**src/rtl/stream_mux_n_1.sv**
```systemverilog
// N-to-1 valid/ready stream multiplexer with a single registered output slot.
// Arbitration is fixed-priority (mode 0) or round-robin from a rotating pointer (mode 1).
module stream_mux_n_1 #(
  parameter int unsigned width    = 8,
  parameter int unsigned channels = 4,
  parameter int unsigned mode     = 0
) (
  input  logic                                          clk,
  input  logic                                          reset,
  input  logic [channels*width-1:0]                     in_data,
  input  logic [channels-1:0]                           in_valid,
  output logic [channels-1:0]                           in_ready,
  output logic [width-1:0]                              out_data,
  output logic                                          out_valid,
  input  logic                                          out_ready,
  output logic [((channels > 1) ? $clog2(channels) : 1)-1:0] out_chan
);

  localparam int unsigned CW = (channels > 1) ? $clog2(channels) : 1;

  logic [width-1:0]    r_data;
  logic [CW-1:0]       r_chan;
  logic                r_valid;
  logic [CW-1:0]       r_ptr;

  logic                w_any;
  logic [CW-1:0]       w_gidx;
  logic [channels-1:0] w_grant;
  logic [width-1:0]    w_sel;
  logic                w_free;
  logic                w_fire;
  int unsigned         w_idx;

  // Search starts at the pointer in round-robin mode, at channel 0 otherwise.
  always_comb begin
    w_any   = 1'b0;
    w_gidx  = '0;
    w_idx   = 0;
    w_grant = '0;
    w_sel   = '0;
    for (int unsigned k = 0; k < channels; k++) begin
      w_idx = (mode == 1) ? ((32'(r_ptr) + k) % channels) : k;
      if (!w_any && in_valid[CW'(w_idx)]) begin
        w_any  = 1'b1;
        w_gidx = CW'(w_idx);
      end
    end
    for (int unsigned i = 0; i < channels; i++) begin
      if (w_any && (w_gidx == CW'(i))) begin
        w_grant[i] = 1'b1;
        w_sel      = in_data[i*width +: width];
      end
    end
  end

  assign w_free   = !r_valid || out_ready;
  assign w_fire   = w_any && w_free && !reset;
  assign in_ready = (reset || !w_free) ? '0 : w_grant;

  // Output slot: reload on accept (even while draining), empty on drain-only.
  always_ff @(posedge clk or posedge reset) begin
    if (reset) begin
      r_data  <= '0;
      r_chan  <= '0;
      r_valid <= 1'b0;
    end else if (w_fire) begin
      r_data  <= w_sel;
      r_chan  <= w_gidx;
      r_valid <= 1'b1;
    end else if (out_ready) begin
      r_valid <= 1'b0;
    end
  end

  // Pointer advances past the served channel; pinned at 0 in fixed-priority mode.
  always_ff @(posedge clk or posedge reset) begin
    if (reset) begin
      r_ptr <= '0;
    end else if ((mode == 1) && w_fire) begin
      if (32'(w_gidx) == channels - 1) r_ptr <= '0;
      else                             r_ptr <= w_gidx + CW'(1);
    end
  end

  assign out_data  = r_data;
  assign out_chan  = r_chan;
  assign out_valid = r_valid;

endmodule

```
**config.mk**
```make
export PLATFORM = sky130hd
export DESIGN_NAME = stream_mux_n_1
export DESIGN_NICKNAME = d
export VERILOG_FILES = /design/src/rtl/stream_mux_n_1.sv
export SDC_FILE = /design/constraint.sdc
export NUM_CORES = 1
export LEC_CHECK = 0
export CORE_UTILIZATION = 35
export CTS_CLUSTER_DIAMETER = 40
export DETAILED_ROUTE_END_ITERATION = 7
export PLACE_DENSITY = 0.78
export SLEW_MARGIN = 20
export SYNTH_ARGS = -nofsm -noshare
export SYNTH_HDL_FRONTEND = slang
export SYNTH_SLANG_ARGS = --single-unit
```
**constraint.sdc**
```tcl
create_clock -name clk -period 2 [get_ports clk]
set_clock_uncertainty 0.15 [all_clocks]
set_input_delay 0.2 -clock clk [delete_from_list [all_inputs] [get_ports clk]]
set_output_delay 0.2 -clock clk [all_outputs]
set_load 0.03 [all_outputs]
```
=== Word level (Yosys, flattened, before mapping) ===
Index checks and enable logic that the tools add are counted.

* Bits in registers: 11
* Bits of input ports: 39
* Output and inout port bits: 15
* Word-level logic and storage cells: 43

* Equality and inequality tests: 3
* Mux-type cells: 18
* Reductions and logical operators: 19

{| class="wikitable"
|+ Operator list
! operator !! count
|-
| 2-to-1 mux 8 bit || 4
|-
| 2-to-1 mux 1 bit || 11
|-
| logical AND 1 bit || 9
|-
| logical NOT 1 bit || 6
|-
| equality test 2 bit, second input constant || 2
|-
| 2-to-1 mux 2 bit || 2
|-
| 2-to-1 mux 4 bit || 1
|-
| equality test 2 x 1 -> 1 bit, second input constant || 1
|-
| logical NOT 2 bit || 1
|-
| logical OR 1 bit || 2
|-
| nonzero test 2 bit || 1
|}

=== Logic depth before layout (Yosys ltp) ===
* Depth in word-level cells: 16
* Mapped depth: 6

=== Worst setup path after synthesis ===
Ideal clock, no wire load.

* Path type: register to output
* From: register r_valid, in the netlist out_valid
* To: output in_ready[1]
* Arrival time: 1.735 ns
* Data required time: 1.650 ns
* Slack: -0.085 ns
* Stages on the path, launching flop included: 3
* Cells stage by stage: dfrtp_1 -> nor2b_1 -> nor4b_1

* Cells in the longest elaborated chain, start to end: 5

{| class="wikitable"
|+ RTL lines
! element !! line !! text
|-
| from (decl) || 23 || <nowiki>logic r_valid;</nowiki>
|-
| from (signal assigned) || 65 || <nowiki>r_valid <= 1'b0;</nowiki>
|-
| from (signal assigned) || 69 || <nowiki>r_valid <= 1'b1;</nowiki>
|-
| from (signal assigned) || 71 || <nowiki>r_valid <= 1'b0;</nowiki>
|-
| logical NOT 1 bit || 56 || <nowiki>assign w_free = !r_valid || out_ready;</nowiki>
|-
| logical OR 1 bit || 56 ||
|-
| logical NOT 1 bit || 58 || <nowiki>assign in_ready = (reset || !w_free) ? '0 : w_grant;</nowiki>
|-
| logical OR 1 bit || 58 ||
|-
| 2-to-1 mux 4 bit || 58 ||
|-
| to (decl) || 12 || <nowiki>output logic [channels-1:0] in_ready,</nowiki>
|}

No other way between the ends.

=== Worst setup path after layout ===
* From: input in_valid[1]
* To: output in_ready[3]

* Cells in the longest elaborated chain, start to end: 12
* Elaborated cells between the ends (all ways): 15
* Classes of those cells: eq/ne: 1; mux: 8; reduce/logical: 6

{| class="wikitable"
|+ RTL lines
! element !! line !! text
|-
| from (decl) || 11 || <nowiki>input logic [channels-1:0] in_valid,</nowiki>
|-
| logical AND 1 bit (*) || 43 || <nowiki>if (!w_any && in_valid[CW'(w_idx)]) begin</nowiki>
|-
| 2-to-1 mux 1 bit || 43 ||
|-
| logical NOT 1 bit || 43 ||
|-
| logical AND 1 bit || 43 ||
|-
| 2-to-1 mux 1 bit || 43 ||
|-
| logical NOT 1 bit || 43 ||
|-
| logical AND 1 bit || 43 ||
|-
| 2-to-1 mux 2 bit || 43 ||
|-
| equality test 2 bit || 49 || <nowiki>if (w_any && (w_gidx == CW'(i))) begin</nowiki>
|-
| logical AND 1 bit (*) || 49 ||
|-
| 2-to-1 mux 1 bit (*) || 49 ||
|-
| 2-to-1 mux 4 bit (*) || 58 ||
|}

Every way passes the cells marked *; elsewhere a longest branch is shown, timed or not.

==> metrics.md <==
| Metric | Value |
|---|---|
| Finished Cell Area | `1430 um^2` |
| Worst skew pair latency | `260 ps` |
| IO Port Bufs | `53` |
| CP max FO | `9` |
| Tcrit/Tclk final | `93.5%` |
| Wire per inst | `14.6 um` |
| Worst EP required | `1650 ps` |
| Area growth syn-to-layout | `76.0%` |
| Max IR drop VDD | `0.454 mV` |
| Die height | `50.1 um` |
| Met3 Use GR | `4.32%` |
| # DRC | `0` |
| Yosys top cell area share | `34.0%` |
| Boundary Pins | `54` |
| Rows | `17` |
| Die Area | `2510 um^2` |
| Pin count of the biggest net entering global routing | `21` |
| Net Count, Synth | `122` |
| DP Area | `1400 um^2` |
| Count of final hold-check violations | `0` |
| Routability cong. | `0.836` |
| Crit Path Category | `in -> out` |
| Power Dens Cells | `582 nW/um^2` |
| Antenna violations before repair | `0` |
| Worst slew pin tran | `428 ps` |
| Via-to-Cell Ratio | `5.29` |
| Crit path launch | `in_valid[1]` |
| Initial DRC count | `45` |
| Yosys cell types | `25` |
| Postcts setup bufs | `0` |
| Mapped Area | `810 um^2` |
| WP data arrival | `1520 ps` |
| Sequential element share of the synthesized area | `34.0%` |
| Met1 usage | `30.5%` |
| R2R cell count | `6` |
| Final Max Slew Viols | `0` |
| DPL Wire Length | `1.93 mm` |
| Final wirelength | `2.49 mm` |
| FF+latch count, synth | `11` |
| Antenna diodes | `0` |
| Setup crit start kind | `input pin` |
| Leakage power | `0.569 nW` |
| Horiz. Die Dim | `50.1 um` |
| TritonCTS Sinks | `11` |
| Global Route met2 Usage | `30.7%` |
| Layout cell share with drive strength beyond 1 | `23.8%` |
| Crit path capture | `in_ready[3]` |
| Total congestion overflow | `0` |
| Nature of the critical path endpoint | `output port` |
| Nets | `183` |
| Setup TNS | `0 ps` |
| # hold bufs at CTS | `0` |
| Top cells by area, synth | `dfrtp_1, a211o_1, a32oi_1, a211o_2, nand2b_1` |
| CTS HTree Levels | `1` |
| Period minus WS final | `1870 ps` |
| CTS Buffer Depth | `2` |
| Total track usage | `20.7%` |
| Syn avg cell area | `9.75 um^2` |
| GR peak layer | `met2` |
| Max Clk Rate | `535 MHz` |
| Reg2reg end | `out_data[6]` |
| Starting Density | `37.0%` |
| CTS Buf Count | `3` |
| Commonest non-fill, non-tap cells in the layout | `clkdlybuf4s50_1, buf_4, dfrtp_1` |
| Hold slack | `241 ps` |
| Area leader, netlist | `dfrtp_1` |
| Root buf cell | `clkbuf_4` |
| Crit-path cells | `clkdlybuf4s50_1 > or2_4 > nor3b_4 > and2_1 > buf_4` |
| Flop-to-flop setup slack | `470 ps` |
| Slowest cell delay on critical path | `450 ps` |
| Worst reg2reg path startpoint | `out_valid` |
| Status | `complete, no violations` |
| Final setup violation count | `0` |
| Routed via count | `905` |
| Maxcap violations | `0` |
| First-pass GRT wire length | `3.93 mm` |
| Remaining antenna violation count after routing | `0` |
| Vias in the first global route | `808` |
| Tightest Hold Check Type | `in -> async` |
| RSZ-0062 raised after global routing | `false` |
| Synth Instances | `83` |
| DR pass1 iterations | `5` |
| Warnings, synthesis | `0` |
| Slew headroom | `71.5%` |
| Core area | `2190 um^2` |
| Commonest non-fill, non-tap cell in the layout | `clkdlybuf4s50_1` |
| TritonCTS clock tree | `yes` |
| Slowest cell on the critical path | `clkdlybuf4s50_1` |
| Clock slew at reported path FFs | `70 ps` |
## where the power goes
group          internal [W]  switching (W)
registers          0.000261      0.0000218
clock network     0.0000771      0.0000711
logic              0.000206       0.000193
total              0.000544       0.000286
## how the worst min path moves through the flow
stage / startpoint / endpoint / slack (ps)
CTS: reset / out_valid / 260
detailed placement: out_chan[1] / out_chan[1] / 360
floorplan: reset / out_chan[0] / -100
global placement: out_chan[0] / out_chan[0] / 340
finish: reset / out_data[3] / 240
global route: reset / out_chan[0] / 270
## worst max-delay path: cells and delay by family
family                 cells  cell delay, ps
AND/OR/NAND/NOR            3             710
buffers and inverters      2             600
## sequential cells by signal, indices dropped and copies added, names as in the netlist
| name | flops |
|---|---|
| out_chan | 2 |
| out_valid | 1 |
| out_data | 8 |
## cell usage after synthesis
| library cell | count |
|---|---|
| a211o_1 | 10 |
| a211o_2 | 6 |
| a211oi_4 | 1 |
| a21oi_1 | 7 |
| a21oi_2 | 1 |
| a32oi_1 | 8 |
| and2_1 | 2 |
| and3_2 | 1 |
| buf_1 | 2 |
| buf_2 | 1 |
| buf_6 | 3 |
| clkbuf_1 | 1 |
| dfrtp_1 | 11 |
| inv_1 | 1 |
| mux2_4 | 1 |
| nand2b_1 | 8 |
| nor2_1 | 8 |
| nor2_2 | 3 |
| nor2b_1 | 2 |
| nor3b_4 | 1 |
| nor4b_1 | 1 |
| o21a_1 | 1 |
| o21ai_0 | 1 |
| or2_1 | 1 |
| or2_2 | 1 |
## stage by stage
step                setup WS [ps]  power [W]  std cells  util (%)
CTS                          59.4   0.000834        171      64.9
detailed placement           51.1   0.000682        167      63.7
global route                 54.0   0.000871        171      65.0
finish                        131   0.000830        171      65.0
floorplan                     325   0.000490         83         -
global placement             67.0   0.000678        167      63.7
## per-layer routing
metal	share of wire (%)	vias up
li1	-	433
met1	50	431
met2	42	41
met3	7.2	0
met4	0	0
met5	0	-
## final cells by class
cell class / count / area, um^2
fill: 183 / 766
timing repair buffer: 63 / 596
multi-input combinational: 64 / 489
sequential: 11 / 275
tap: 28 / 35.0
clock buffer: 4 / 26.3
inverter: 1 / 3.75
## logic make-up (layout without fill, tap and decap cells)
group | after synthesis | after routing | synth area share [%]
buffers and inverters | 8 | 68 | 6.64
multiplexers | 1 | 1 | 1.85
AND/OR/NAND/NOR | 28 | 28 | 21.2
flip-flops | 11 | 11 | 34.0
AO/OA/AOI/OAI | 35 | 35 | 36.3
## timing repair
item,in CTS,in global routing
setup endpoints to repair,0,1
hold endpoints to repair,0,0
gates resized for setup,0,1
Power figures use the tool's default switching activity.
